### src/rtl/deser_lane_arb_pkg.sv
// Shared types and width helpers for the deserializer lane arbiter.
package deser_lane_arb_pkg;

   typedef enum logic [1:0] {
      IDLE,
      GRANT,
      FLUSH
   } arb_state_t;

   function automatic int lane_id_w(input int num_lanes);
      return (num_lanes > 1) ? $clog2(num_lanes) : 1;
   endfunction

   function automatic int cnt_w(input int data_bus_width);
      return (data_bus_width > 1) ? $clog2(data_bus_width) : 1;
   endfunction

endpackage

### src/rtl/deser_lane_arbiter_rr_pick.sv
// Combinational round-robin selector: first requester at or after the
// pointer, wrapping around. Standalone so other schedulers can reuse it.
module rr_pick
   import deser_lane_arb_pkg::*;
#(
   parameter int NUM_LANES = 4,
   localparam int ID_W = lane_id_w(NUM_LANES)
) (
   input  logic [NUM_LANES-1:0] req,
   input  logic [ID_W-1:0]      ptr,
   output logic [NUM_LANES-1:0] sel,
   output logic [ID_W-1:0]      idx,
   output logic                 valid
);

   logic [ID_W-1:0] cand;

   always_comb begin
      sel   = '0;
      idx   = '0;
      valid = 1'b0;
      cand  = '0;
      for (int i = 0; i < NUM_LANES; i++) begin
         cand = ID_W'((int'(ptr) + i) % NUM_LANES);
         if (!valid && req[cand]) begin
            valid     = 1'b1;
            idx       = cand;
            sel[cand] = 1'b1;
         end
      end
   end

endmodule

### src/rtl/deser_lane_arbiter.sv
// Round-robin arbiter sharing one deserializer between serial lanes.
// Optional idle-bit watchdog enabled by defining DESER_LANE_ARB_TIMEOUT_EN.
module deser_lane_arbiter
   import deser_lane_arb_pkg::*;
#(
   parameter int NUM_LANES      = 4,
   parameter int DATA_BUS_WIDTH = 16,
   parameter int TIMEOUT_CYCLES = 64,
   localparam int LANE_ID_W = lane_id_w(NUM_LANES),
   localparam int CNT_W     = cnt_w(DATA_BUS_WIDTH)
) (
   input  logic                 clk_i,
   input  logic                 arst_n_i,
   input  logic [NUM_LANES-1:0] req_i,
   input  logic [NUM_LANES-1:0] data_i,
   input  logic [NUM_LANES-1:0] data_val_i,
   output logic [NUM_LANES-1:0] gnt_o,
   output logic                 deser_data_o,
   output logic                 deser_data_val_o,
   output logic                 deser_srst_o,
   output logic [LANE_ID_W-1:0] src_id_o,
   output logic                 word_done_o
);

   arb_state_t           state;
   logic [LANE_ID_W-1:0] ptr;
   logic [CNT_W-1:0]     cnt;
   logic [NUM_LANES-1:0] pick_sel;
   logic [LANE_ID_W-1:0] pick_idx;
   logic                 pick_valid;
   logic                 lane_req, lane_val, lane_bit;
   logic                 accept, last_bit, timeout, abort;
   logic [LANE_ID_W-1:0] next_ptr;

   // Unsupported parameter sets show up as this marker scope in the hierarchy.
   if (NUM_LANES < 2 || NUM_LANES > 16 || DATA_BUS_WIDTH < 2 || TIMEOUT_CYCLES < 1) begin : g_unsupported_config
   end

   rr_pick #(.NUM_LANES(NUM_LANES)) u_rr_pick (
      .req   (req_i),
      .ptr   (ptr),
      .sel   (pick_sel),
      .idx   (pick_idx),
      .valid (pick_valid)
   );

   assign lane_req = req_i[src_id_o];
   assign lane_val = data_val_i[src_id_o];
   assign lane_bit = data_i[src_id_o];
   assign accept   = (state == GRANT) && lane_req && lane_val;
   assign last_bit = (cnt == CNT_W'(DATA_BUS_WIDTH - 1));
   assign next_ptr = (src_id_o == LANE_ID_W'(NUM_LANES - 1)) ? '0 : src_id_o + 1'b1;
   assign abort    = (state == GRANT) && (!lane_req || timeout);

`ifdef DESER_LANE_ARB_TIMEOUT_EN
   localparam int WD_W = $clog2(TIMEOUT_CYCLES + 1);
   logic [WD_W-1:0] wdog;

   // Fires on the idle GRANT cycle that would bring the counter to the limit.
   assign timeout = (state == GRANT) && !accept && (wdog == WD_W'(TIMEOUT_CYCLES - 1));

   always_ff @(posedge clk_i or negedge arst_n_i) begin
      if (!arst_n_i) begin
         wdog <= '0;
      end else if (state != GRANT || accept) begin
         wdog <= '0;
      end else begin
         wdog <= wdog + 1'b1;
      end
   end
`else
   assign timeout = 1'b0;
`endif

   always_ff @(posedge clk_i or negedge arst_n_i) begin
      if (!arst_n_i) begin
         state            <= IDLE;
         ptr              <= '0;
         cnt              <= '0;
         gnt_o            <= '0;
         src_id_o         <= '0;
         deser_data_o     <= 1'b0;
         deser_data_val_o <= 1'b0;
         deser_srst_o     <= 1'b0;
         word_done_o      <= 1'b0;
      end else begin
         deser_data_val_o <= 1'b0;
         deser_srst_o     <= 1'b0;
         word_done_o      <= 1'b0;
         case (state)
            IDLE: begin
               if (pick_valid) begin
                  gnt_o    <= pick_sel;
                  src_id_o <= pick_idx;
                  cnt      <= '0;
                  state    <= GRANT;
               end
            end
            GRANT: begin
               if (abort) begin
                  gnt_o <= '0;
                  // Only a partially assembled word needs the deserializer flushed.
                  if (cnt != '0) begin
                     state        <= FLUSH;
                     deser_srst_o <= 1'b1;
                  end else begin
                     state <= IDLE;
                     ptr   <= next_ptr;
                  end
               end else if (accept) begin
                  deser_data_o     <= lane_bit;
                  deser_data_val_o <= 1'b1;
                  if (last_bit) begin
                     cnt         <= '0;
                     word_done_o <= 1'b1;
                     gnt_o       <= '0;
                     state       <= IDLE;
                     ptr         <= next_ptr;
                  end else begin
                     cnt <= cnt + 1'b1;
                  end
               end
            end
            FLUSH: begin
               state <= IDLE;
               ptr   <= next_ptr;
            end
            default: state <= IDLE;
         endcase
      end
   end

endmodule

### config.mk
export PLATFORM = sky130hd
export DESIGN_NAME = deser_lane_arbiter
export DESIGN_NICKNAME = d
export VERILOG_FILES = /design/src/rtl/deser_lane_arb_pkg.sv /design/src/rtl/deser_lane_arbiter_rr_pick.sv /design/src/rtl/deser_lane_arbiter.sv
export SDC_FILE = /design/constraint.sdc
export NUM_CORES = 1
export LEC_CHECK = 0
export BUFFER_PORTS_ARGS = -buffer_cell sky130_fd_sc_hd__buf_2
export CAP_MARGIN = 30
export CORE_MARGIN = 2
export CORE_UTILIZATION = 39
export DETAILED_ROUTE_END_ITERATION = 6
export PLACE_DENSITY = 0.61
export SLEW_MARGIN = 10
export SYNTH_ARGS = -nofsm -noshare
export SYNTH_HDL_FRONTEND = slang
export SYNTH_HIERARCHICAL = 1
export SYNTH_SLANG_ARGS = --single-unit
### constraint.sdc
create_clock -name clk_i -period 6.63 [get_ports clk_i]
set_input_delay 0.3315 -clock clk_i [delete_from_list [all_inputs] [get_ports clk_i]]
set_output_delay 0.3315 -clock clk_i [all_outputs]
set_load 0.005 [all_outputs]
==> results.txt <==
largest net degree at the start of global routing -> 19
Congestion Overflow GR -> 0
Layout Skew -> 0.003228 ns
Detailed Place HPWL -> 2271 µm
boundary pin count -> 24
Synth-to-Final Area Change -> 12.57%
syn nets -> 167
wire per inst -> 14.20 µm
hold buffers post-CTS -> 0
power per cell area -> 494.3 mW/mm²
DRC violations left -> 0
Worst Setup Path Type -> flop to flop
Data required, critical path -> 6.77 ns
Final Worst Setup Slack -> 3.596 ns
Final Cell Area -> 0.001658 mm²
final WL -> 2997 µm
mapped cell area -> 0.001473 mm²
first-pass GRT wire length -> 5216 µm
die boundary width -> 65.45 µm
vias in the first global route -> 1171
Avg Vias per Cell -> 5.588
Post-DP Area -> 0.001603 mm²
register area share after synthesis -> 30.59%
n_diodes -> 0
RSZ-0062 raised after global routing -> no
initial core utilization -> 40.53%
Worst setup EP type -> flop
Die ar. -> 0.004284 mm²
Overall Global Routing Usage -> 15.63%
CP arrival -> 3.17 ns
port bufs -> 23
Worst Path Max Fanout -> 14
Synth area leader -> dfrtp_1
max-slew violations -> 0
drt pass-1 iters -> 4
Hold Path Class -> primary input to async pin
Clock Latency Late Sink -> 0.25 ns
Die Ht -> 65.45 µm
Final nets -> 189
post-synthesis area per instance -> 10.37 µm²
ANT nets after route -> 0
antenna violations before repair -> 0
Clock Sinks -> 18
Max Buffers Root-to-Sink -> 2
fin crit period -> 3.034 ns
Core Footprint -> 0.003633 mm²
endpoints failing hold -> 0
crit path cell chain -> inv_1, ha_1, mux4_2, nor3_1, nand2b_1, mux2_2, and3_2, a31oi_1, o22ai_1
Reg clk slew, reported paths -> 0.07 ns
Place WS -> 3.601 ns
setup bufs post-CTS -> 0
GPL Wtd Cong -> 0.7726
startpoint types -> flop
H-Tree Depth -> 1
warnings from Yosys -> 6
top cells by area, synth -> dfrtp_1, ha_1, mux4_2, mux4_1, mux2_2
maximum clock frequency -> 329.6 MHz
Max VDD drop -> 0.0001986 V
1st-iter DRT viols -> 47
LEAKAGE -> 0.7773 nW
Rows -> 22
CTS tree -> yes
slowest stage delay, CP -> 0.66 ns
TNS Setup -> 0 ns
MaxCap Viol Count -> 0
CTS buffer count -> 3
slowest stage cell, crit path -> dfrtp_1
cell count after synthesis -> 142
clk root buf -> clkbuf_8
Slew HR -> 63.04%
share of layout cells above drive strength 1 -> 28.83%
fin crit share -> 45.76%
flops & latches, synth -> 18
# setup viols final -> 0
status -> finished clean
vias post-DR -> 1179
area share of the largest cell type after synthesis -> 30.59%
worst hold slack -> 0.003071 ns
Resized cells post-CTS -> 0
Cell variety after synth -> 38
worst-margin pin slew -> 0.5544 ns
## worst paths after layout
path	from	to	slack [ns]	depth (start not counted)
min in group clk_i	deser_data_o	deser_data_o	0.50	1
worst max-delay path	ptr[0]	cnt[2]	3.60	9
worst min register to register	deser_data_o	deser_data_o	0.50	1
worst min-delay path	arst_n_i	ptr[1]	0.003	1
max in group asynchronous	arst_n_i	word_done_o	6.34	1
worst max register to register	ptr[0]	cnt[2]	3.60	9
## Yosys cell counts (all sizes together)
master,count
a21oi,2
a221o,2
a22oi,8
a31o,1
a31oi,3
a32o,1
and2b,1
and3,3
buf,4
clkbuf,2
dfrtp,18
ha,11
inv,15
mux2,8
mux2i,4
mux4,7
nand2,10
nand2b,1
nand3,3
nand3b,4
nand4b,1
nor2,5
nor2b,4
nor3,2
nor4,1
nor4b,1
o211ai,2
o21ai,12
o21bai,1
o22ai,2
o311ai,1
o31ai,1
or3b,1
## report_power, final
part           switching (mW)  internal, mW  total (mW)
clock                  0.0370        0.0528      0.0898
sequential             0.0498         0.151       0.200
combinational           0.275         0.255       0.529
total                   0.362         0.458       0.819
## cell families after synthesis
kind of cell,share of synthesized area (%)
DFF,30.59
muxes,20.82
adders and majority gates,9.346
and+or+nand+nor,15.38
buffers and inverters,6.881
AOI/OAI and AO/OA,16.99
## placed cells by master (no fill, tap or decap), drive strengths merged
master,Yosys,final
and3,3,3
and2b,1,1
nor2,5,5
mux2i,4,4
nand2,10,10
o31ai,1,1
nand2b,1,1
nor4,1,1
inv,15,15
a21oi,2,2
nand4b,1,1
a31o,1,1
or3b,1,1
o21ai,12,12
a32o,1,1
mux4,7,7
dfrtp,18,18
o22ai,2,2
buf,4,23
a31oi,3,3
nor4b,1,1
nor3,2,2
a221o,2,2
ha,11,11
o311ai,1,1
o21bai,1,1
o211ai,2,2
a22oi,8,8
nand3,3,3
nor2b,4,4
nand3b,4,4
clkbuf,2,4
mux2,8,8
## critical path, delay by kind of cell (launching register included)
kind | cells | cell delay [ns]
adder cells (fa/ha/maj) | 1 | 0.38
flip-flops | 1 | 0.66
AO/OA/AOI/OAI | 2 | 0.26
multiplexers | 2 | 0.79
buffers and inverters | 1 | 0.17
AND/OR/NAND/NOR | 3 | 0.66
## per-stage QoR
step	utilization, %	std cells	power (mW)
CTS	45.63	211	0.8259
finish	45.63	211	0.8194
global placement	44.11	207	0.7118
floorplan	-	142	0.6367
global route	45.63	211	0.8929
detailed placement	44.11	207	0.7298
## layout make-up
| class | instances | area [µm²] |
|---|---|---|
| inverters | 15 | 56.30 |
| fillers | 356 | 1976 |
| well taps | 48 | 60.06 |
| flip-flops and latches | 18 | 450.4 |
| multi-input cells | 103 | 920.9 |
| repair buffers | 23 | 115.1 |
| clock buffers | 4 | 55.05 |
## registers in the layout, summed over array words and instances, names as in the netlist
name	count
ptr	2
deser_data_val_o	1
word_done_o	1
state	2
gnt_o	4
deser_srst_o	1
deser_data_o	1
cnt	4
src_id_o	2
## layer usage
layer / vias up / global-route usage [%] / routed length, µm
li1: 568 / - / -
met1: 571 / 20.33 / 1411
met2: 38 / 26.02 / 1413
met3: 2 / 3.767 / 146
met4: 0 / 4.167 / 25
met5: - / 0 / 0
Note: power is estimated with default switching activity, not from simulation.
